--- src/rtl/cpu_pkg.sv ---
`default_nettype none
// ============================================================================
// Module      : cpu_pkg
// Description : Shared definitions for the CPU control sequencer: opcode
//               constants, timing-state encoding and instruction-register
//               field layout.
// Revision    : 1.0 - initial release
// ============================================================================
package cpu_pkg;

  // Instruction register layout: {op, X, Y}
  localparam int OP_W      = 3;
  localparam int FLD_W     = 3;
  localparam int IR_W      = OP_W + 2 * FLD_W;
  localparam int IR_OP_LSB = 2 * FLD_W;
  localparam int IR_X_LSB  = FLD_W;
  localparam int IR_Y_LSB  = 0;

  // Opcodes; 100..111 are undefined
  localparam logic [OP_W-1:0] OP_MV  = 3'b000;
  localparam logic [OP_W-1:0] OP_MVI = 3'b001;
  localparam logic [OP_W-1:0] OP_ADD = 3'b010;
  localparam logic [OP_W-1:0] OP_SUB = 3'b011;

  // Timing states; T0 is idle
  typedef enum logic [1:0] {
    T0 = 2'd0,
    T1 = 2'd1,
    T2 = 2'd2,
    T3 = 2'd3
  } state_t;

  // Opcodes that need the three-step ALU sequence
  function automatic logic is_alu_op(input logic [OP_W-1:0] op);
    return (op == OP_ADD) || (op == OP_SUB);
  endfunction

endpackage
`default_nettype wire

--- src/rtl/dec_onehot.sv ---
`default_nettype none
// ============================================================================
// Module      : dec_onehot
// Description : Binary select to one-hot decoder with enable; output is all
//               zeros when the enable is low.
// Revision    : 1.0 - initial release
// ============================================================================
module dec_onehot #(
  parameter int SEL_W = 3,
  parameter int NREG  = 8
) (
  input  logic             en,
  input  logic [SEL_W-1:0] sel,
  output logic [NREG-1:0]  onehot
);

  // One comparator per output bit, gated by the enable
  for (genvar i = 0; i < NREG; i++) begin : g_bit
    assign onehot[i] = en && (sel == SEL_W'(i));
  end

endmodule
`default_nettype wire

--- src/rtl/cpu_ctrl_fsm.sv ---
`default_nettype none
// ============================================================================
// Module      : cpu_ctrl_fsm
// Description : Control sequencer for the structural CPU datapath. Latches an
//               instruction in T0 and steps through up to three further
//               timing states, decoding register-file, bus-source and ALU
//               controls from the registered state and instruction.
// Revision    : 1.0 - initial release
// ============================================================================
module cpu_ctrl_fsm
  import cpu_pkg::*;
#(
  parameter int DATA_W = 16,
  parameter int NREG   = 8,
  parameter int SEL_W  = 3
) (
  input  logic              clock,
  input  logic              reset,
  input  logic              run,
  input  logic [DATA_W-1:0] din,
  output logic [NREG-1:0]   r_in,
  output logic [NREG-1:0]   r_out,
  output logic              a_in,
  output logic              g_in,
  output logic              g_out,
  output logic              sub,
  output logic              din_out,
  output logic              done,
  output logic              busy,
  output logic              illegal
);

  state_t            r_state;
  logic [IR_W-1:0]   r_ir;

  logic [OP_W-1:0]   w_op;
  logic [SEL_W-1:0]  w_x;
  logic [SEL_W-1:0]  w_y;
  logic              w_rin_en;
  logic              w_rout_en;
  logic [SEL_W-1:0]  w_rout_sel;
  logic              w_unused_din;

  assign w_op = r_ir[IR_OP_LSB +: OP_W];
  assign w_x  = r_ir[IR_X_LSB +: SEL_W];
  assign w_y  = r_ir[IR_Y_LSB +: SEL_W];

  // Only the top IR_W bits of din carry the instruction
  assign w_unused_din = ^din[DATA_W-IR_W-1:0];

  // State sequencing and instruction capture; run is only honoured in T0
  always_ff @(posedge clock) begin
    if (reset) begin
      r_state <= T0;
      r_ir    <= '0;
    end else begin
      case (r_state)
        T0: begin
          if (run) begin
            r_ir    <= din[DATA_W-1 -: IR_W];
            r_state <= T1;
          end
        end
        T1:      r_state <= is_alu_op(w_op) ? T2 : T0;
        T2:      r_state <= T3;
        T3:      r_state <= T0;
        default: r_state <= T0;
      endcase
    end
  end

  // Moore decode of control strobes from state and IR
  always_comb begin
    w_rin_en   = 1'b0;
    w_rout_en  = 1'b0;
    w_rout_sel = w_x;
    a_in       = 1'b0;
    g_in       = 1'b0;
    g_out      = 1'b0;
    sub        = 1'b0;
    din_out    = 1'b0;
    done       = 1'b0;
    illegal    = 1'b0;
    case (r_state)
      T1: begin
        case (w_op)
          OP_MV: begin
            w_rout_en  = 1'b1;
            w_rout_sel = w_y;
            w_rin_en   = 1'b1;
            done       = 1'b1;
          end
          OP_MVI: begin
            din_out  = 1'b1;
            w_rin_en = 1'b1;
            done     = 1'b1;
          end
          OP_ADD, OP_SUB: begin
            w_rout_en = 1'b1;
            a_in      = 1'b1;
          end
          default: begin
            done    = 1'b1;
            illegal = 1'b1;
          end
        endcase
      end
      T2: begin
        w_rout_en  = 1'b1;
        w_rout_sel = w_y;
        g_in       = 1'b1;
        sub        = (w_op == OP_SUB);
      end
      T3: begin
        g_out    = 1'b1;
        w_rin_en = 1'b1;
        done     = 1'b1;
      end
      default: ;
    endcase
  end

  assign busy = (r_state != T0);

  // Register write enable always targets Rx
  dec_onehot #(.SEL_W(SEL_W), .NREG(NREG)) u_dec_rin (
    .en     (w_rin_en),
    .sel    (w_x),
    .onehot (r_in)
  );

  // Register bus-drive select targets Rx or Ry depending on the step
  dec_onehot #(.SEL_W(SEL_W), .NREG(NREG)) u_dec_rout (
    .en     (w_rout_en),
    .sel    (w_rout_sel),
    .onehot (r_out)
  );

endmodule
`default_nettype wire

--- config.mk ---
export PLATFORM = sky130hd
export DESIGN_NAME = cpu_ctrl_fsm
export DESIGN_NICKNAME = d
export VERILOG_FILES = /design/src/rtl/cpu_pkg.sv /design/src/rtl/dec_onehot.sv /design/src/rtl/cpu_ctrl_fsm.sv
export SDC_FILE = /design/constraint.sdc
export NUM_CORES = 1
export LEC_CHECK = 0
export ABC_AREA = 1
export BUFFER_PORTS_ARGS = -buffer_cell sky130_fd_sc_hd__buf_4
export CORE_AREA = 2 2 44 46
export DETAILED_ROUTE_END_ITERATION = 7
export DIE_AREA = 0 0 46 48
export PLACE_DENSITY = 0.86
export SYNTH_ARGS = -nofsm -noshare
export SYNTH_HDL_FRONTEND = slang
export SYNTH_HIERARCHICAL = 1
export SYNTH_SLANG_ARGS = --single-unit
--- constraint.sdc ---
create_clock -name clock -period 4.5 [get_ports clock]
set_input_delay 0.9 -clock clock [delete_from_list [all_inputs] [get_ports clock]]
set_output_delay 0.9 -clock clock [all_outputs]
set_load 0.01 [all_outputs]
# ---- Word level (Yosys, flattened, before mapping)
# Index checks and enable logic that the tools add are counted.
dict set report op_classes {
  n_eq_ne 21
  n_reduce_logical 27
  div 0
  muxes 20
  mul 0
  n_shift 0
  magnitude_cmp 0
  bitwise_logic 0
  addsub 0
}
# operator count
set ops {}
lappend ops {{$eq A3 B3 Y1 const B} 8}
lappend ops {{$eq A3 B2 Y1 const B} 6}
lappend ops {{$logic_and A1 B1 Y1} 16}
lappend ops {{$mux W1} 12}
lappend ops {{$eq A3 B1 Y1 const B} 3}
lappend ops {{$logic_not A3 Y1} 3}
lappend ops {{$pmux W2 S4} 1}
lappend ops {{$pmux W1 S2} 3}
lappend ops {{$pmux W3 S2} 1}
lappend ops {{$eq A2 B2 Y1 const B} 2}
lappend ops {{$mux W2} 2}
lappend ops {{$reduce_or A2 Y1} 2}
lappend ops {{$reduce_or A4 Y1} 1}
lappend ops {{$mux W3} 1}
lappend ops {{$reduce_or A3 Y1} 1}
lappend ops {{$eq A2 B1 Y1 const B} 1}
lappend ops {{$logic_not A2 Y1} 1}
lappend ops {{$ne A2 B2 Y1 const B} 1}
lappend ops {{$reduce_and A2 Y1} 1}
lappend ops {{$reduce_bool A2 Y1} 1}
lappend ops {{$logic_or A1 B1 Y1} 1}
dict set report word_totals {
  latchBits 0
  rom_bits 0
  word_cells 70
  n_memories 0
  ff_bits 11
  out_inout_bits 24
  ram_bits 0
}

# ---- Longest topological paths before layout
dict set report depth {
  depth_word 5
  depth_mapped 9
}

# ---- By module
# Netlist, hierarchy kept.
# module cells_each n_inst seq_area_each_um2 area_each_um2
set by_module_without_submodules {}
lappend by_module_without_submodules {cpu_ctrl_fsm 99 1 220.2 640.6}
lappend by_module_without_submodules {dec_onehot 17 2 0.0 63.8}

# ---- Least setup slack after synthesis
# OpenSTA, ideal clock, no wires.
dict set report synth_timing {
  kind {register to output}
  from {register r_state[0]}
  to {output port r_out[0]}
  path_stages_with_launch 10
  t_arrival_ns 1.305
  t_required_ns 3.600
  path_buffers 0
  path_slack_ns 2.295
  path_cell_list {dfxtp_1 inv_1 ha_1 nand2_1 inv_1 nand2_1 nand2_1 inv_1 nand2_1 nor2_1}
}
dict set report synth_between {
  elab_chain_len 4
}
# item line_no
set synth_rtl {}
lappend synth_rtl {{start: declaration} cpu_ctrl_fsm.sv:33} ;# state_t r_state;
lappend synth_rtl {{start signal: assignment} cpu_ctrl_fsm.sv:64} ;# T1: r_state <= is_alu_op(w_op) ? T2 : T0;
lappend synth_rtl {{$eq A2 B2 Y1 / $eq A2 B1 Y1 (equally long branches)} cpu_ctrl_fsm.sv:84} ;# case (r_state)
lappend synth_rtl {{$pmux W3 S2 (*)} cpu_ctrl_fsm.sv:84}
lappend synth_rtl {{net w_rout_sel[2]} cpu_ctrl_fsm.sv:41} ;# logic [SEL_W-1:0] w_rout_sel;
lappend synth_rtl {{$logic_not A3 Y1 (*)} dec_onehot.sv:19} ;# assign onehot[i] = en && (sel == SEL_W'(i));
lappend synth_rtl {{$logic_and A1 B1 Y1 (*)} dec_onehot.sv:19}
lappend synth_rtl {{end: declaration} cpu_ctrl_fsm.sv:22} ;# output logic [NREG-1:0] r_out,
# Mark *: on every way through the listed nets, which the timed path passes. The rest lies on a longest branch.

# ---- Final worst setup path
dict set report layout_timing {
  from {register r_state[0]}
  to {output port r_out[1]}
}
dict set report layout_between {
  elab_chain_len 4
}
# item line_no
set layout_rtl {}
lappend layout_rtl {{$eq A2 B2 Y1 / $eq A2 B1 Y1 (equally long branches)} cpu_ctrl_fsm.sv:84}
lappend layout_rtl {{$pmux W3 S2 (*)} cpu_ctrl_fsm.sv:84}
lappend layout_rtl {{net w_rout_sel[2]} cpu_ctrl_fsm.sv:41}
lappend layout_rtl {{$eq A3 B1 Y1 (*)} dec_onehot.sv:19}
lappend layout_rtl {{$logic_and A1 B1 Y1 (*)} dec_onehot.sv:19}
# Marks and branches as above.

==> flow_summary.ini <==
[timing]
worst_pin_slew_ns = 0.266
drv_slew = 0
rsz0062_at_grt = false
slew_headroom_pct = 82.3
fmax_mhz = 374
min_period_ns = 2.67
skew_ns = 0.00367
setup_tns_ns = 0
setup_viol = 0
finalHoldViolCount = 0
period_share_pct = 59.4

[cts]
postCtsHoldBufs = 0
cts_buffers = 3
cts-root-buf = clkbuf_4
cts_num_sinks = 11
cts_setup_buffers = 0
cts_tree = done
clkSlewWorstSetupHoldPaths_ns = 0.06
ctsResizeCount = 0
htree_levels = 1
clock_latency_ns = 0.26
clk_path_buf_depth = 2

[floorplan]
io_pins = 43
placementRows = 15
die_area_mm2 = 0.00221
die_w_um = 46
core_mm2 = 0.00169
initial_core_util_pct = 45.5
die_h_um = 48

[route]
met3WireLength_um = 64
drtAntennaViolNets = 0
vias = 835
route.met2.wl_um = 848
met1_length_um = 812
drc = 0
top_layer_used = met4
drt_first_pass_iters = 4
vias_per_cell = 4.47
routed_wl_um = 1740
wl_per_cell_um = 9.29
drt-initial-drc-count = 10

[place]
dp.final_hpwl_um = 1450
io_buffers = 35
globalplace.congestion = 0.769
dpl_cell_area_mm2 = 0.00104

[min_path]
hold_class = reg -> reg

[finish]
layout.nets = 195
fin_area_mm2 = 0.00106
fill_cells = 149
layout-drive-gt1-share_pct = 25.3
diodes = 0
syn_to_final_growth_pct = 38.3

[power]
internal_power_uw = 219
power.total_uw = 370
p_comb_share_pct = 47.6
vdd_ir_drop_max_mv = 0.185
p_per_area_mw_per_mm2 = 348
p_leak_uw = 0.000581
seqPwrFrac_pct = 35.3
clkPwrFrac_pct = 17.1
power.switching_uw = 151
switching_share_pct = 40.8

[synthesis]
synth_seq_cells = 11
syn-num-nets = 157
postSynthAreaPerCell_um2 = 5.78
yosysWarnings = 6
yosysSeqAreaShare_pct = 28.7
postSynthCellCount = 133
syn_area_um2 = 768
synth_cell_types = 17

[global_routing]
grt_pass1_vias = 649
grt_max_degree = 14
grt_use_total_pct = 16.0
grt_pass1_wl_um = 2530
grt-ovfl-total = 0
antenna_found_initial = 0

[setup_path]
endpoint_kind = output port
cp.required_ns = 3.60
arrival_ns = 1.77
startpoint_type = register
path_class = reg -> out
path_max_fanout = 5

[outcome]
run_status = finished, final reports clean

[job]
max_cap_violations = 0
-- power by group through the flow --
stage,Clock [µW],Sequential [µW],Combinational [µW]
global route,70.6,132,200
global placement,0,130,171
finish,63.2,131,176
floorplan,0,128,128
detailed placement,0,132,177
CTS,65.5,130,177
-- layout by cell type, fill, tap and decap left out --
master	instances
nor3_1	1
nor2_4	1
o21ai_1	9
inv_1	19
clkbuf_1	1
a21oi_1	4
o21ai_0	1
inv_2	2
clkinv_1	1
nand2_2	2
buf_4	35
nand3_1	2
a21boi_1	1
nor2_1	34
ha_1	5
dfxtp_1	11
nand2_1	38
clkbuf_4	3
-- layout make-up --
type	instances	area, µm²	share of cell area, %
sequential	11	220	20.7
tap	17	21.3	2.00
multi-input combinational	98	449	42.3
clock buffer	4	26.3	2.47
inverter	22	82.6	7.77
timing repair buffer	35	263	24.7
-- final timing paths --
path                      startpoint                    to  slack [ns]  depth (start not counted)
max          r_state[0]$_SDFFE_PP0P_              r_out[1]        1.83                          9
min reg2reg     r_ir[2]$_SDFFE_PP0P_  r_ir[2]$_SDFFE_PP0P_        0.50                          2
max reg2reg  r_state[0]$_SDFFE_PP0P_  r_ir[0]$_SDFFE_PP0P_        3.03                          6
min             r_ir[2]$_SDFFE_PP0P_  r_ir[2]$_SDFFE_PP0P_        0.50                          2
-- per-stage QoR --
step	std cells	setup WS [ns]	hold WS, ns	utilization, %
after floorplan	133	2.29	0.455	-
after global placement	183	2.17	0.470	61.3
after detailed placement	183	2.10	0.485	61.3
after CTS	187	1.80	0.500	62.9
after global routing	187	1.60	0.523	62.9
final	187	1.83	0.502	62.9
-- flip-flops by register name (all words and copies together), names as in the netlist, named ones only --
signal   flops
r_ir         9
r_state      1
-- synthesized netlist by cell type --
cell type / n / share of area, %
nand2_1: 38 / 19
nor2_1: 34 / 17
inv_1: 19 / 9.3
dfxtp_1: 11 / 29
o21ai_1: 9 / 5.9
ha_1: 5 / 8.1
a21oi_1: 4 / 2.6
inv_2: 2 / 0.98
nand2_2: 2 / 1.6
nand3_1: 2 / 1.3
a21boi_1: 1 / 0.98
buf_2: 1 / 0.65
buf_6: 1 / 1.5
clkinv_1: 1 / 0.49
nor2_4: 1 / 1.5
nor3_1: 1 / 0.65
o21ai_0: 1 / 0.65
-- routing by layer --
| layer | up-vias | track usage (%) |
|---|---|---|
| li1 | 469 | - |
| met1 | 344 | 19.5 |
| met5 | - | 0 |
| met4 | 0 | 12.0 |
| met2 | 20 | 27.2 |
| met3 | 2 | 0 |
-- kinds of logic (layout without fill, tap and decap cells) --
kind of cell    count (synthesis)  after routing  share of synthesized area, %
flops                          11             11                          28.7
buf+inv                        24             61                          12.9
simple gates                   78             78                          40.2
fa+ha+maj                       5              5                          8.14
compound gates                 15             15                          10.1
-- worst max-delay path, stage by stage (launching register included) --
cell and delay [ns]:
dfxtp_1 0.41, inv_1 0.10, ha_1 0.37, nand2_1 0.11, nand2_1 0.08, nand2_1 0.06, inv_1 0.05, nand2_1 0.09
nor2_1 0.13, buf_4 0.13
Power figures use the tool's default switching activity.
